`src/rtl/wb_mem_unit.sv`:
```
// Wishbone classic load/store unit: one request at a time, byte-lane select, aligned/extended load data.
// Optional bus timeout (error code 3) is built when WB_MEM_TIMEOUT_EN is defined.
module wb_mem_unit #(
   parameter int DAT_WIDTH = 64,
   parameter int ADR_WIDTH = 64,
   parameter int TIMEOUT   = 255
) (
   input  logic                   clk_i,
   input  logic                   rst_i,
   input  logic                   req_valid_i,
   output logic                   req_ready_o,
   input  logic                   req_we_i,
   input  logic [1:0]             req_size_i,
   input  logic                   req_signed_i,
   input  logic [ADR_WIDTH-1:0]   req_adr_i,
   input  logic [DAT_WIDTH-1:0]   req_dat_i,
   output logic                   rsp_valid_o,
   output logic [DAT_WIDTH-1:0]   rsp_dat_o,
   output logic [1:0]             rsp_err_o,
   output logic [ADR_WIDTH-1:0]   wb_adr_o,
   output logic [DAT_WIDTH-1:0]   wb_dat_o,
   input  logic [DAT_WIDTH-1:0]   wb_dat_i,
   output logic                   wb_we_o,
   output logic [DAT_WIDTH/8-1:0] wb_sel_o,
   output logic                   wb_stb_o,
   output logic                   wb_cyc_o,
   input  logic                   wb_ack_i,
   input  logic                   wb_err_i
);

   // state | meaning
   // IDLE  | ready for a request
   // BUS   | Wishbone cycle in flight
   // RESP  | publish result: first cycle raises rsp_valid_o, second returns to IDLE
   localparam logic [1:0] S_IDLE = 2'd0;
   localparam logic [1:0] S_BUS  = 2'd1;
   localparam logic [1:0] S_RESP = 2'd2;

   localparam int NB   = DAT_WIDTH / 8;
   localparam int OFFW = $clog2(NB);

   logic [1:0]           state;
   logic [1:0]           size_q;
   logic                 signed_q;
   logic [OFFW-1:0]      off_q;

   logic [OFFW-1:0]      req_off;
   logic [3:0]           req_nb;
   logic                 req_illegal;
   logic [7:0]           sel_base;
   logic [NB-1:0]        req_sel;
   logic [DAT_WIDTH-1:0] req_wdat;
   logic [DAT_WIDTH-1:0] rd_shift;
   logic [DAT_WIDTH-1:0] rd_ext;

`ifdef WB_MEM_TIMEOUT_EN
   localparam int CW = $clog2(TIMEOUT + 1);
   logic [CW-1:0] tmo_cnt;
`endif

   always_comb begin
      req_off     = req_adr_i[OFFW-1:0];
      req_nb      = 4'd1 << req_size_i;
      req_illegal = ((4'(req_off) & (req_nb - 4'd1)) != 4'd0) || (req_nb > 4'(NB));
      case (req_size_i)
         2'd0:    sel_base = 8'h01;
         2'd1:    sel_base = 8'h03;
         2'd2:    sel_base = 8'h0F;
         default: sel_base = 8'hFF;
      endcase
      req_sel = NB'(sel_base) << req_off;
      // an 8-byte store only reaches here legally on a 64-bit bus, where it fills the bus as-is
      case (req_size_i)
         2'd0:    req_wdat = {NB{req_dat_i[7:0]}};
         2'd1:    req_wdat = {(NB/2){req_dat_i[15:0]}};
         2'd2:    req_wdat = {(NB/4){req_dat_i[31:0]}};
         default: req_wdat = req_dat_i;
      endcase
   end

   always_comb begin
      rd_shift = wb_dat_i >> {off_q, 3'b000};
      case (size_q)
         2'd0:    rd_ext = signed_q ? DAT_WIDTH'($signed(rd_shift[7:0]))  : DAT_WIDTH'(rd_shift[7:0]);
         2'd1:    rd_ext = signed_q ? DAT_WIDTH'($signed(rd_shift[15:0])) : DAT_WIDTH'(rd_shift[15:0]);
         2'd2:    rd_ext = signed_q ? DAT_WIDTH'($signed(rd_shift[31:0])) : DAT_WIDTH'(rd_shift[31:0]);
         default: rd_ext = rd_shift;
      endcase
   end

   always_ff @(posedge clk_i) begin
      if (rst_i) begin
         state       <= S_IDLE;
         req_ready_o <= 1'b1;
         rsp_valid_o <= 1'b0;
         rsp_dat_o   <= '0;
         rsp_err_o   <= 2'd0;
         wb_cyc_o    <= 1'b0;
         wb_stb_o    <= 1'b0;
         wb_we_o     <= 1'b0;
         wb_sel_o    <= '0;
         wb_adr_o    <= '0;
         wb_dat_o    <= '0;
         size_q      <= 2'd0;
         signed_q    <= 1'b0;
         off_q       <= '0;
`ifdef WB_MEM_TIMEOUT_EN
         tmo_cnt     <= '0;
`endif
      end else begin
         case (state)
            S_IDLE: begin
               if (req_valid_i && req_ready_o) begin
                  req_ready_o <= 1'b0;
                  size_q      <= req_size_i;
                  signed_q    <= req_signed_i;
                  off_q       <= req_off;
                  if (req_illegal) begin
                     state     <= S_RESP;
                     rsp_err_o <= 2'd1;
                     rsp_dat_o <= '0;
                  end else begin
                     state    <= S_BUS;
                     wb_cyc_o <= 1'b1;
                     wb_stb_o <= 1'b1;
                     wb_we_o  <= req_we_i;
                     wb_adr_o <= req_adr_i;
                     wb_sel_o <= req_sel;
                     wb_dat_o <= req_wdat;
`ifdef WB_MEM_TIMEOUT_EN
                     tmo_cnt  <= '0;
`endif
                  end
               end
            end
            S_BUS: begin
               if (wb_err_i) begin
                  rsp_err_o <= 2'd2;
                  rsp_dat_o <= '0;
                  state     <= S_RESP;
                  wb_cyc_o  <= 1'b0;
                  wb_stb_o  <= 1'b0;
                  wb_we_o   <= 1'b0;
               end else if (wb_ack_i) begin
                  rsp_err_o <= 2'd0;
                  rsp_dat_o <= wb_we_o ? '0 : rd_ext;
                  state     <= S_RESP;
                  wb_cyc_o  <= 1'b0;
                  wb_stb_o  <= 1'b0;
                  wb_we_o   <= 1'b0;
               end
`ifdef WB_MEM_TIMEOUT_EN
               else if (tmo_cnt == CW'(TIMEOUT - 1)) begin
                  rsp_err_o <= 2'd3;
                  rsp_dat_o <= '0;
                  state     <= S_RESP;
                  wb_cyc_o  <= 1'b0;
                  wb_stb_o  <= 1'b0;
                  wb_we_o   <= 1'b0;
               end else begin
                  tmo_cnt <= tmo_cnt + 1'b1;
               end
`endif
            end
            S_RESP: begin
               if (!rsp_valid_o) begin
                  rsp_valid_o <= 1'b1;
               end else begin
                  rsp_valid_o <= 1'b0;
                  req_ready_o <= 1'b1;
                  state       <= S_IDLE;
               end
            end
            default: begin
               state       <= S_IDLE;
               req_ready_o <= 1'b1;
               rsp_valid_o <= 1'b0;
            end
         endcase
      end
   end

endmodule

```
`config.mk`:
```
export PLATFORM = sky130hd
export DESIGN_NAME = wb_mem_unit
export DESIGN_NICKNAME = d
export VERILOG_FILES = /design/src/rtl/wb_mem_unit.sv
export SDC_FILE = /design/constraint.sdc
export NUM_CORES = 1
export LEC_CHECK = 0
export CAP_MARGIN = 20
export CORE_AREA = 2 2 157 159
export CTS_BUF_LIST = sky130_fd_sc_hd__clkbuf_4
export DETAILED_ROUTE_END_ITERATION = 7
export DIE_AREA = 0 0 159 161
export GPL_TIMING_DRIVEN = 0
export PLACE_DENSITY = 0.79
export SYNTH_ARGS = -nofsm -noshare
export SYNTH_HDL_FRONTEND = slang
export SYNTH_SLANG_ARGS = --single-unit
```
`constraint.sdc`:
```
create_clock -name clk_i -period 5.4 [get_ports clk_i]
set_input_delay 1.08 -clock clk_i [delete_from_list [all_inputs] [get_ports clk_i]]
set_output_delay 1.08 -clock clk_i [all_outputs]
set_load 0.03 [all_outputs]
```
==> flow_summary.yaml <==
status:
  outcome: "completed"
synthesis:
  post_synth_num_cell_types: 48
  synth_most_common_cell: "nand2_1"
  synth_area_per_cell_um2: 8.25
  ys.flop_type: "dfxtp_1"
  synth_edf_count: 0
  synth.area.top_cells: "dfxtp_1, nand2_1, mux2i_1"
  netlist_area_mm2: 0.0101
  netlist_instances: 1220
  ys_warn_count: 0
  ys_seq_area_share_pct: 42.5
  synth_fp_nets: 1421
  yosys.area.top_type: "dfxtp_1"
  ys_ff_latch: 214
  synth_top_area_share_pct: 42.5
  ys_async_sr_fraction_pct: 0
  synth_common_cells: "nand2_1, dfxtp_1, nor2_1"
timing:
  fin_skew_ns: 0.0401
  tightest_slew_ns: 1.05
  final_max_slew_viol_count: 0
  rsz0062_at_grt: "no"
  hold_viol: 0
  finalCritPeriodShare_pct: 61.7
  max_freq_ghz: 0.300
  relSlewSlack_pct: 29.3
  fin_ws_ns: 2.07
  min_period_ns: 3.33
  finalSetupTns_ns: 0
  setup_viol: 0
die:
  ios: 408
  die_x_um: 159
  chipHeight_um: 161
  core_mm2: 0.0240
  fp-row-count: 57
  start_util_pct: 42.0
  die_area_mm2: 0.0256
clock_tree:
  cts_sinks: 214
  cts_hold_buf: 0
  cts_tree: "yes"
  cts_resized: 0
  clk_pin_slew_ns: 0.07
  cts_setup_buffers: 0
  root_buffer: "clkbuf_4"
  cts_buffers: 56
  h-tree-depth: 2
  clockBufferDepth: 3
  clock_latency_ns: 0.69
placed_design:
  portBuffers: 404
  gp_congestion: 0.961
  pre_cts_ws_ns: 1.40
  hpwl_mm: 34.0
  placed_cells: 1948
detailed_routing:
  via_count: 11379
  routed_wl_mm: 43.4
  drc: 0
  dr.first_iter.drc_count: 885
  vias_per_cell: 5.55
  post_drt_wl_per_cell_um: 21.2
  first_pass_iters: 7
  ant_nets: 0
global_route:
  antenna_found_initial: 6
  groute.usage.overall_pct: 33.0
  gr-total-overflow: 0
  first_global_vias: 11223
  grt_pass1_wl_mm: 66.0
  grt_max_degree: 16
setup_path:
  max_stage_delay_ns: 0.58
  arrival_ns: 3.91
  setup.worst_path.end_class: "register"
  critical_path_required_ns: 5.98
  critPathTopFamily: "buffers and inverters"
  path_common_cell: "clkbuf_1"
  crit_buf_inv: 4
  path_class: "primary input to register"
  critPathLaunchType: "primary input"
  critPathSlowestCell: "clkbuf_1"
  crit_fanout: 10
  crit_chain: "clkdlybuf4s50_1, a211oi_1, nor2_1, nor2b_1, clkbuf_1, clkbuf_1, clkbuf_1, nand2_1, a21oi_1"
finish:
  area_growth_pct: 51.5
  finalNetCount: 1883
  final_cells: 2051
  drive_above_1_share_pct: 8.82
pwr:
  p_leak_nw: 5.75
  peakVddDrop_mv: 0.179
  p_total_mw: 4.30
  p_per_area_mw_per_mm2: 282
run:
  drv_cap: 0
hold_path:
  min_path_type: "register to register"
flip-flops by register name, summed over array words and instances (netlist names), 2 cells and up:
| register | cells |
|---|---|
| wb_sel_o | 8 |
| size_q | 2 |
| rsp_err_o | 2 |
| rsp_dat_o | 64 |
| off_q | 3 |
| state | 2 |
| wb_adr_o | 64 |
| wb_dat_o | 64 |
metrics by stage:
| stage | util [%] | instance area, um^2 | hold slack, ns |
|---|---|---|---|
| after floorplan | - | 10100 | 0.505 |
| after global placement | 60.6 | 14500 | 0.440 |
| after detailed placement | 60.6 | 14500 | 0.446 |
| after CTS | 63.6 | 15300 | 0.454 |
| after global routing | 63.7 | 15300 | 0.471 |
| final | 63.7 | 15300 | 0.453 |
power by group:
group | total, mW | switching, mW | internal, mW
Sequential | 1.71 | 0.0507 | 1.66
Clock | 1.47 | 0.696 | 0.771
Combinational | 1.12 | 0.657 | 0.462
layout by cell type, fill, tap and decap left out, drive strengths merged, types with 3 or more instances in the layout:
master,n
a21oi,118
clkinv,18
nor2b,6
clkdlybuf4s50,404
mux2i,70
clkbuf,163
nand3,11
nor2,122
a311oi,16
a2bb2oi,7
a22o,40
inv,10
mux4,8
o21ai,52
o32a,7
diode,3
nor3,25
a211oi,26
a221o,7
o211ai,8
mux2,38
buf,26
a211o,18
dfxtp,214
a22oi,11
nand2,263
nand2b,10
cells by family (layout without fill, tap and decap cells):
family,count (synthesis),count (layout),share of synthesized area [%]
AOI/OAI and AO/OA,323,323,21.6
buffers and inverters,120,624,4.98
and+or+nand+nor,447,447,17.9
other,0,3,0
muxes,116,116,13.0
DFF,214,214,42.5
worst reg2reg max path: stages (launching register included):
cell and delay (ns):
dfxtp_1 0.30, clkbuf_1 0.19, nor4bb_1 0.33, clkbuf_1 0.45, o21ai_1 0.39, clkbuf_1 0.34
clkbuf_1 0.34, a21oi_1 0.22, nor2_1 0.06
layout make-up:
cell class	instances	area, um^2
tap	324	405
clock buffer	79	593
buffer	110	464
timing repair buffer	404	4040
antenna	3	7.51
sequential	214	4280
clock inverter	21	139
multi-input combinational	886	5280
fill	2114	8700
inverter	10	37.5
path summary, 6_finish.rpt:
kind                                                 from                   endpoint  slack [ns]  depth (start not counted)
worst max-delay path                         req_adr_i[1]  wb_adr_o[43]$_SDFFE_PP0P_        2.07                          9
worst min-delay path            wb_adr_o[46]$_SDFFE_PP0P_  wb_adr_o[46]$_SDFFE_PP0P_        0.45                          2
worst max register to register      state[0]$_SDFFE_PP0P_   wb_sel_o[7]$_SDFFE_PP0P_        2.61                          8
worst min register to register  wb_adr_o[46]$_SDFFE_PP0P_  wb_adr_o[46]$_SDFFE_PP0P_        0.45                          2
metal layers:
| metal | routed length (um) | track usage (%) |
|---|---|---|
| met3 | 4610 | 10.7 |
| met4 | 2500 | 17.4 |
| met1 | 16500 | 38.6 |
| met5 | 25 | 0 |
| met2 | 19800 | 54.0 |
No activity file was read; power rests on OpenSTA's default activity.
